`src/rtl/cla_sub_seq_if.sv`:
```
// Valid/ready operand and result bundle for the multi-cycle lookahead subtractor.
interface cla_sub_seq_if #(
  parameter int WIDTH = 16
);
  logic             in_valid;
  logic             in_ready;
  logic [WIDTH-1:0] a;
  logic [WIDTH-1:0] b;
  logic             b_in;
  logic             out_valid;
  logic             out_ready;
  logic [WIDTH-1:0] diff;
  logic             b_out;
  logic             ovf;
  logic             zero;

  // Producer/consumer side: supplies operands and accepts results.
  modport master (
    output in_valid, a, b, b_in, out_ready,
    input  in_ready, out_valid, diff, b_out, ovf, zero
  );

  // Subtractor side.
  modport slave (
    input  in_valid, a, b, b_in, out_ready,
    output in_ready, out_valid, diff, b_out, ovf, zero
  );
endinterface

```
`src/rtl/cla_sub_seq.sv`:
```
// Multi-cycle subtractor: diff = a - b - b_in, four bits per clock through one
// 4-bit generate/propagate lookahead slice computing a + ~b + carry.
module cla_sub_seq #(
  parameter int WIDTH = 16
) (
  input  logic          clk,
  input  logic          rst_n,
  cla_sub_seq_if.slave  io
);
  localparam int NSLICE = WIDTH / 4;
  localparam int CW     = (NSLICE > 1) ? $clog2(NSLICE) : 1;

  typedef enum logic [1:0] {IDLE, BUSY, DONE} state_t;

  state_t           state_q, state_d;
  logic [WIDTH-1:0] a_q, a_d;
  logic [WIDTH-1:0] b_q, b_d;
  logic [WIDTH-1:0] diff_q, diff_d;
  logic [CW-1:0]    cnt_q, cnt_d;
  logic             carry_q, carry_d;
  logic             b_out_q, b_out_d;
  logic             ovf_q, ovf_d;
  logic             zero_q, zero_d;
  logic             in_ready_q, in_ready_d;
  logic             out_valid_q, out_valid_d;

  logic [3:0]       slice_a, slice_nb, slice_sum;
  logic             slice_cout;

  // 4-bit lookahead adder: returns {carry_out, sum}.
  function automatic logic [4:0] cla4(input logic [3:0] x, input logic [3:0] y,
                                      input logic c0);
    logic [3:0] g, p;
    logic [4:0] c;
    g    = x & y;
    p    = x ^ y;
    c[0] = c0;
    c[1] = g[0] | (p[0] & c0);
    c[2] = g[1] | (p[1] & g[0]) | (p[1] & p[0] & c0);
    c[3] = g[2] | (p[2] & g[1]) | (p[2] & p[1] & g[0]) | (p[2] & p[1] & p[0] & c0);
    c[4] = g[3] | (p[3] & g[2]) | (p[3] & p[2] & g[1]) | (p[3] & p[2] & p[1] & g[0])
         | (p[3] & p[2] & p[1] & p[0] & c0);
    return {c[4], p ^ c[3:0]};
  endfunction

  // Select the current slice of the captured operands and run it through the lookahead.
  always_comb begin
    slice_a  = a_q[int'(cnt_q) * 4 +: 4];
    slice_nb = ~b_q[int'(cnt_q) * 4 +: 4];
    {slice_cout, slice_sum} = cla4(slice_a, slice_nb, carry_q);
  end

  // Next-state and datapath update for the IDLE -> BUSY -> DONE sequence.
  always_comb begin
    // NOTE: every variable gets its hold value first so no path leaves one unassigned (no latches).
    state_d     = state_q;
    a_d         = a_q;
    b_d         = b_q;
    diff_d      = diff_q;
    cnt_d       = cnt_q;
    carry_d     = carry_q;
    b_out_d     = b_out_q;
    ovf_d       = ovf_q;
    zero_d      = zero_q;
    in_ready_d  = in_ready_q;
    out_valid_d = out_valid_q;
    case (state_q)
      IDLE: begin
        if (io.in_valid) begin
          a_d        = io.a;
          b_d        = io.b;
          carry_d    = ~io.b_in;
          cnt_d      = '0;
          in_ready_d = 1'b0;
          state_d    = BUSY;
        end
      end
      BUSY: begin
        diff_d[int'(cnt_q) * 4 +: 4] = slice_sum;
        carry_d = slice_cout;
        if (cnt_q == CW'(NSLICE - 1)) begin
          b_out_d     = ~slice_cout;
          ovf_d       = (a_q[WIDTH-1] != b_q[WIDTH-1]) && (diff_d[WIDTH-1] != a_q[WIDTH-1]);
          zero_d      = (diff_d == '0);
          out_valid_d = 1'b1;
          state_d     = DONE;
        end else begin
          cnt_d = cnt_q + CW'(1);
        end
      end
      DONE: begin
        if (io.out_ready) begin
          out_valid_d = 1'b0;
          in_ready_d  = 1'b1;
          state_d     = IDLE;
        end
      end
      default: begin
        state_d     = IDLE;
        in_ready_d  = 1'b1;
        out_valid_d = 1'b0;
      end
    endcase
  end

  // State, datapath and registered handshake outputs.
  always_ff @(posedge clk or negedge rst_n) begin
    if (!rst_n) begin
      // NOTE: operand registers are reset too, so an aborted operation leaves nothing behind.
      state_q     <= IDLE;
      a_q         <= '0;
      b_q         <= '0;
      diff_q      <= '0;
      cnt_q       <= '0;
      carry_q     <= 1'b0;
      b_out_q     <= 1'b0;
      ovf_q       <= 1'b0;
      zero_q      <= 1'b0;
      in_ready_q  <= 1'b1;
      out_valid_q <= 1'b0;
    end else begin
      // NOTE: non-blocking assignments so every flop samples pre-edge values.
      state_q     <= state_d;
      a_q         <= a_d;
      b_q         <= b_d;
      diff_q      <= diff_d;
      cnt_q       <= cnt_d;
      carry_q     <= carry_d;
      b_out_q     <= b_out_d;
      ovf_q       <= ovf_d;
      zero_q      <= zero_d;
      in_ready_q  <= in_ready_d;
      out_valid_q <= out_valid_d;
    end
  end

  assign io.in_ready  = in_ready_q;
  assign io.out_valid = out_valid_q;
  assign io.diff      = diff_q;
  assign io.b_out     = b_out_q;
  assign io.ovf       = ovf_q;
  assign io.zero      = zero_q;
endmodule

```
`src/flat_wrapper.sv`:
```
// flat-port wrapper written by rule: the top's interface ports become plain ports
module cla_sub_seq_flat 
#(
  parameter int WIDTH = 16
)
  (clk, rst_n, io_in_valid, io_a, io_b, io_b_in, io_out_ready, io_in_ready, io_out_valid, io_diff, io_b_out, io_ovf, io_zero);
  cla_sub_seq_if #(.WIDTH(WIDTH)) io_i ();
  input  logic clk;
  input  logic rst_n;
  input wire logic [$bits(io_i.in_valid)-1:0] io_in_valid;
  input wire logic [$bits(io_i.a)-1:0] io_a;
  input wire logic [$bits(io_i.b)-1:0] io_b;
  input wire logic [$bits(io_i.b_in)-1:0] io_b_in;
  input wire logic [$bits(io_i.out_ready)-1:0] io_out_ready;
  output wire logic [$bits(io_i.in_ready)-1:0] io_in_ready;
  output wire logic [$bits(io_i.out_valid)-1:0] io_out_valid;
  output wire logic [$bits(io_i.diff)-1:0] io_diff;
  output wire logic [$bits(io_i.b_out)-1:0] io_b_out;
  output wire logic [$bits(io_i.ovf)-1:0] io_ovf;
  output wire logic [$bits(io_i.zero)-1:0] io_zero;
  assign io_i.in_valid = io_in_valid;
  assign io_i.a = io_a;
  assign io_i.b = io_b;
  assign io_i.b_in = io_b_in;
  assign io_i.out_ready = io_out_ready;
  assign io_in_ready = io_i.in_ready;
  assign io_out_valid = io_i.out_valid;
  assign io_diff = io_i.diff;
  assign io_b_out = io_i.b_out;
  assign io_ovf = io_i.ovf;
  assign io_zero = io_i.zero;
  cla_sub_seq #(.WIDTH(WIDTH)) u_core (.clk(clk), .rst_n(rst_n), .io(io_i));
endmodule
```
`config.mk`:
```
export PLATFORM = sky130hd
export DESIGN_NAME = cla_sub_seq_flat
export DESIGN_NICKNAME = d
export VERILOG_FILES = /design/src/rtl/cla_sub_seq_if.sv /design/src/rtl/cla_sub_seq.sv /design/src/flat_wrapper.sv
export SDC_FILE = /design/constraint.sdc
export NUM_CORES = 1
export LEC_CHECK = 0
export CORE_ASPECT_RATIO = 0.75
export CORE_MARGIN = 4
export CORE_UTILIZATION = 63
export DETAILED_ROUTE_END_ITERATION = 10
export DONT_BUFFER_PORTS = 1
export GPL_TIMING_DRIVEN = 0
export PLACE_DENSITY = 0.9
export REMOVE_ABC_BUFFERS = 1
export SYNTH_ARGS = -nofsm -noshare
export SYNTH_HDL_FRONTEND = slang
export SYNTH_SLANG_ARGS = --single-unit
```
`constraint.sdc`:
```
create_clock -name clk -period 3.07 [get_ports clk]
set_clock_uncertainty 0.1 [all_clocks]
set_input_delay 0.614 -clock clk [delete_from_list [all_inputs] [get_ports clk]]
set_output_delay 0.614 -clock clk [all_outputs]
set_load 0.02 [all_outputs]
```
# Word level (Yosys, flattened, before mapping)
# Cells that the tools add are included.
[word_totals]
elab_cells = 87
register_bits = 58
[classes]
add_sub_neg = 2
n_reduce_logical = 11
n_mux = 16
shifts = 4
bitwise = 34
n_eq_ne = 9
[op_table]
columns = ["operator", "count"]
rows = [
  ["negation 4 -> 33 bit", 1],
  ["variable shift 4 x 33 -> 16 bit (first input constant)", 1],
  ["indexed part select 4 x 33 -> 16 bit", 1],
  ["indexed part select 16 x 5 -> 4 bit", 2],
  ["AND 1 bit", 16],
  ["bitwise mux 16 bit", 1],
  ["logical NOT 16 bit", 1],
  ["AND reduction 3 bit", 4],
  ["two-way mux 2 bit", 5],
  ["OR 1 bit", 10],
  ["bitwise XOR 4 bit", 2],
  ["inequality test 2 bit (second input constant)", 3],
  ["case mux 1 bit (3 select lines)", 2],
  ["case mux 2 bit (3 select lines)", 1],
  ["AND reduction 2 bit", 3],
  ["two-way mux 1 bit", 5],
  ["AND 4 bit", 1],
  ["equality test 2 bit (second input constant)", 2],
  ["inverter 1 bit", 4],
  ["inverter 4 bit", 1],
  ["case mux 2 bit (2 select lines)", 1],
  ["adder 2 x 1 -> 2 bit (second input constant)", 1],
  ["equality test 2 x 1 -> 1 bit (second input constant)", 1],
  ["logical NOT 2 bit", 1],
  ["other kinds (5)", 6],
]

# Depth between registers and ports, before layout
[depth]
ltp_word = 12
mapped_depth = 9

# Worst setup path before layout
# Ideal clock, no wire load.
[synth_timing]
path_type = "flip-flop to flip-flop"
startpoint = "register u_core.cnt_q[0]"
endpoint = "register u_core.diff_q[6] (netlist: u_core.io.diff[6])"
setup_time_ns = 0.074
t_required_ns = 2.896
arrival_time_ns = 2.340
setup_slack_ns = 0.556
synth_period_minus_slack_ns = 2.514
stages_incl_launch_ff = 9
path_cell_list = "dfrtp_1 > buf_4 > mux4_2 > ha_1 > a21o_1 > a21oi_1 > xor2_1 > or2_4 > o21ai_2"
[synth_via]
elab_chain_len = 10
elab_cells_between_ends = 25
[synth_rtl]
columns = ["element", "line_no", "rtl"]
rows = [
  ["from (decl)", "cla_sub_seq.sv:19", "logic [CW-1:0] cnt_q, cnt_d;"],
  ["from (signal assigned)", "cla_sub_seq.sv:127", "cnt_q <= cnt_d;"],
  ["indexed part select 16 x 5 -> 4 bit", "cla_sub_seq.sv:49", "slice_nb = ~b_q[int'(cnt_q) * 4 +: 4];"],
  ["inverter 4 bit", "cla_sub_seq.sv:49", ""],
  ["bitwise XOR 4 bit or AND 4 bit (tied branches)", "cla_sub_seq.sv:36, cla_sub_seq.sv:35", ""],
  ["AND 1 bit", "cla_sub_seq.sv:40", "c[3] = g[2] | (p[2] & g[1]) | (p[2] & p[1] & g[0]) | (p[2] & p[1] & p[0] & c0);"],
  ["OR 1 bit or AND 1 bit (tied branches) (2 in series)", "cla_sub_seq.sv:40", ""],
  ["OR 1 bit", "cla_sub_seq.sv:40", ""],
  ["bitwise XOR 4 bit", "cla_sub_seq.sv:43", "return {c[4], p ^ c[3:0]};"],
  ["indexed part select 4 x 33 -> 16 bit", "cla_sub_seq.sv:79", "diff_d[int'(cnt_q) * 4 +: 4] = slice_sum;"],
  ["bitwise mux 16 bit *", "cla_sub_seq.sv:79", ""],
  ["to (signal assigned)", "cla_sub_seq.sv:126", "diff_q <= diff_d;"],
  ["to (decl)", "cla_sub_seq.sv:18", "logic [WIDTH-1:0] diff_q, diff_d;"],
]
# Mark *: on every way between the ends. The rest lies on a longest branch, timed or not.
# A chain may end at the register's enable or synchronous reset.

# Worst setup path after layout
[layout_timing]
startpoint = "register u_core.cnt_q[0]"
endpoint = "register u_core.diff_q[11] (netlist: u_core.io.diff[11])"
# Same word-level chain as after synthesis.

==> results.toml <==
[drt]
drtIter0Drc = 122
wl_per_cell_microns = 18.1
ant_nets = 0
drc_errors = 0
avgViaCountPerCell = 6.09
vias = 1906
wl_mm = 5.66
drtPass1Iterations = 4

[sta]
slew_violations = 0
setup_tns_ps = 0
rsz0062_at_grt = "no"
hold_ws_ps = 29.7
worst_pin_slew_ps = 602
worst_slack_ps = 364
setup_viol_count_final = 0
fmax_mhz = 370
period_share = 0.881
maxSlewHeadroom = 0.599
post-route-min-period_ps = 2710
hold_violations = 0

[logic_synthesis]
synth_ff_type = "dfrtp_1"
ys_warn_count = 0
mappedNetlistArea_sq_mm = 0.00296
synth_edf_count = 0
synth_top_area_share = 0.482
yosys_register_bits = 58
synth_cells = 245
synthTopCellsByArea = "dfrtp_1, mux2_2, mux4_2"
synthArstFlopShare = 1.00
synth_top_area_cell = "dfrtp_1"
ys_types = 43
syn_area_per_cell_sq_um = 12.1
ys_seq_area_frac = 0.491

[grt]
overflow = 0
grt_max_degree = 58
grt_util_all_layers = 0.217
grt_pass1_wl_mm = 9.38
antenna_found_initial = 0
grt_pass1_vias = 1944

[run]
maxCapViolations = 0

[die]
core_area_sq_mm = 0.00449
die_h_microns = 67.3
num_io_pins = 58
fp.dieW_microns = 87.1
dieArea_sq_mm = 0.00587
start_util = 0.658
rows = 21

[clock_tree]
clock_latency_ps = 340
cts_buffers = 9
cts_buffer_depth = 2
cts_tree = "done"
htree_num_levels = 3
cts.clk_slew.worst_paths_ps = 70
cts-root-buf = "clkbuf_8"
cts_sinks = 58

[outcome]
outcome = "finished clean"

[power]
irDropWorstVdd_v = 0.000728
p_leak_nw = 1.41
fin_total_pwr_w = 0.00437
powerDensity_mw_per_mm2 = 1360

[setup_path]
r2r_start = "u_core.cnt_q[0]$_DFFE_PN0P_"
worstSetupEndpointType = "register"
r2r_end = "u_core.io.diff[11]$_DFFE_PN0P_"
critPathMaxFanout = 17
r2r_cells = 6
cp-start-kind = "register"
arrival_ps = 2840
crit_required_ps = 3210
r2r_slack_ps = 360
crit_type = "reg2reg"

[layout]
register_area_sq_mm = 0.00145
multi_input_area_sq_mm = 0.00140
drive_gt1_frac = 0.281
area_delta_synth_final_pct = 8.42
final_nets = 300
antenna_cells = 0
fillerInstances = 305
design_area_sq_mm = 0.00321

[place]
dp_slack_ps = 113
globalplace.congestion = 0.880
port_buffers = 0
place_hpwl_mm = 3.96
placed_area_sq_mm = 0.00296

[worst_hold_path]
hp-class = "in2async"
[what timing repair did]
action / in CTS / in global routing
hold buffers: 1 / 1
setup endpoints to repair: 0 / 10
buffers inserted: 0 / 0
gates resized for setup: 0 / 1
hold endpoints to repair: 57 / 1
[state kept, by name (all words and copies together), names as in the netlist]
name	flops
u_core.a_q	16
u_core.b_q	16
u_core.carry_q	1
u_core.cnt_q	2
u_core.io.b_out	1
u_core.io.diff	16
u_core.io.in_ready	1
u_core.io.out_valid	1
u_core.io.ovf	1
u_core.io.zero	1
u_core.state_q	2
[report_power, final]
group	switching [W]	total, W	internal [W]
sequential	0.000439	0.00156	0.00112
combinational	0.00111	0.00209	0.000982
clock	0.000283	0.000724	0.000441
total	0.00183	0.00437	0.00254
[worst max path at each step]
| stage | startpoint | to | cells past startpoint |
|---|---|---|---|
| 2_1_floorplan | u_core.cnt_q[0]$_DFFE_PN0P_ | u_core.io.diff[6]$_DFFE_PN0P_ | 7 |
| 6_report | u_core.cnt_q[0]$_DFFE_PN0P_ | u_core.io.diff[11]$_DFFE_PN0P_ | 6 |
| 3_5_place_dp | u_core.cnt_q[0]$_DFFE_PN0P_ | u_core.io.diff[6]$_DFFE_PN0P_ | 7 |
| 3_3_place_gp | u_core.cnt_q[0]$_DFFE_PN0P_ | u_core.io.diff[10]$_DFFE_PN0P_ | 7 |
| 5_1_grt | u_core.cnt_q[0]$_DFFE_PN0P_ | u_core.io.diff[15]$_DFFE_PN0P_ | 6 |
| 4_1_cts | u_core.cnt_q[0]$_DFFE_PN0P_ | u_core.io.diff[10]$_DFFE_PN0P_ | 7 |
[cells by family after synthesis]
family          Yosys count  share of synthesized area
simple gates             71                      0.134
flops                    58                      0.491
mux                      43                      0.194
compound gates           42                     0.0863
buf+inv                  17                     0.0360
fa+ha+maj                12                     0.0533
xor+xnor                  2                    0.00592
[stage by stage]
stage / std cells / utilization
2_1_floorplan: 238 / -
3_3_place_gp: 295 / 0.659
3_5_place_dp: 295 / 0.659
4_1_cts: 312 / 0.711
5_1_grt: 313 / 0.714
6_report: 313 / 0.714
[cells in the mapped netlist (2+ instances only)]
| master | number |
|---|---|
| mux2_2 | 34 |
| ha_1 | 11 |
| nand2b_1 | 3 |
| mux4_2 | 8 |
| buf_6 | 5 |
| a21oi_1 | 6 |
| nor2_4 | 2 |
| nand2_1 | 31 |
| o21ai_0 | 17 |
| a21o_1 | 2 |
| nand3_1 | 2 |
| dfrtp_1 | 57 |
| nand4_1 | 2 |
| o31ai_1 | 3 |
| o22ai_1 | 2 |
| nor2b_1 | 6 |
| nor3_1 | 3 |
| inv_1 | 10 |
| nor4_1 | 2 |
| nor2_1 | 8 |
| a211oi_1 | 3 |
| a31oi_1 | 3 |
| xor2_1 | 2 |
| o21ai_2 | 4 |
[routing by layer]
| metal | part of all wire | track usage |
|---|---|---|
| met5 | 0 | 0 |
| met4 | 0.0044 | 0.0728 |
| met3 | 0.098 | 0.124 |
| met2 | 0.47 | 0.323 |
| met1 | 0.43 | 0.266 |
[worst max-delay path, cell delays in order, from the launching register on]
cell	delay [ps]
dfrtp_2	650
mux4_2	620
ha_1	340
a211oi_1	70
o21ai_0	260
nand4_1	280
o21ai_0	280
[cell type report]
type	count	share of cell area
repair buffers	2	0.0117
well taps	57	0.0222
clock inverters	2	0.0109
multi-input cells	170	0.436
inverters	10	0.0117
clock buffers	14	0.0538
flip-flops and latches	58	0.453
[layout by cell type (no fill, tap or decap), types with 2 or more instances in the layout]
cell type,n
nor2_1,8
a211oi_1,3
o22ai_1,2
nor3_1,3
a21oi_1,6
clkbuf_8,12
nor2b_1,6
a21o_1,2
mux4_2,8
nand2_1,31
nand2b_1,3
nor4_1,2
o21ai_0,17
xor2_1,2
ha_1,11
nand3_1,2
a31oi_1,3
nor2_4,2
mux2_2,34
dfrtp_1,56
clkbuf_1,2
o21ai_2,4
nand4_1,2
o31ai_1,3
inv_1,10
(Power assumes the default switching activity.)
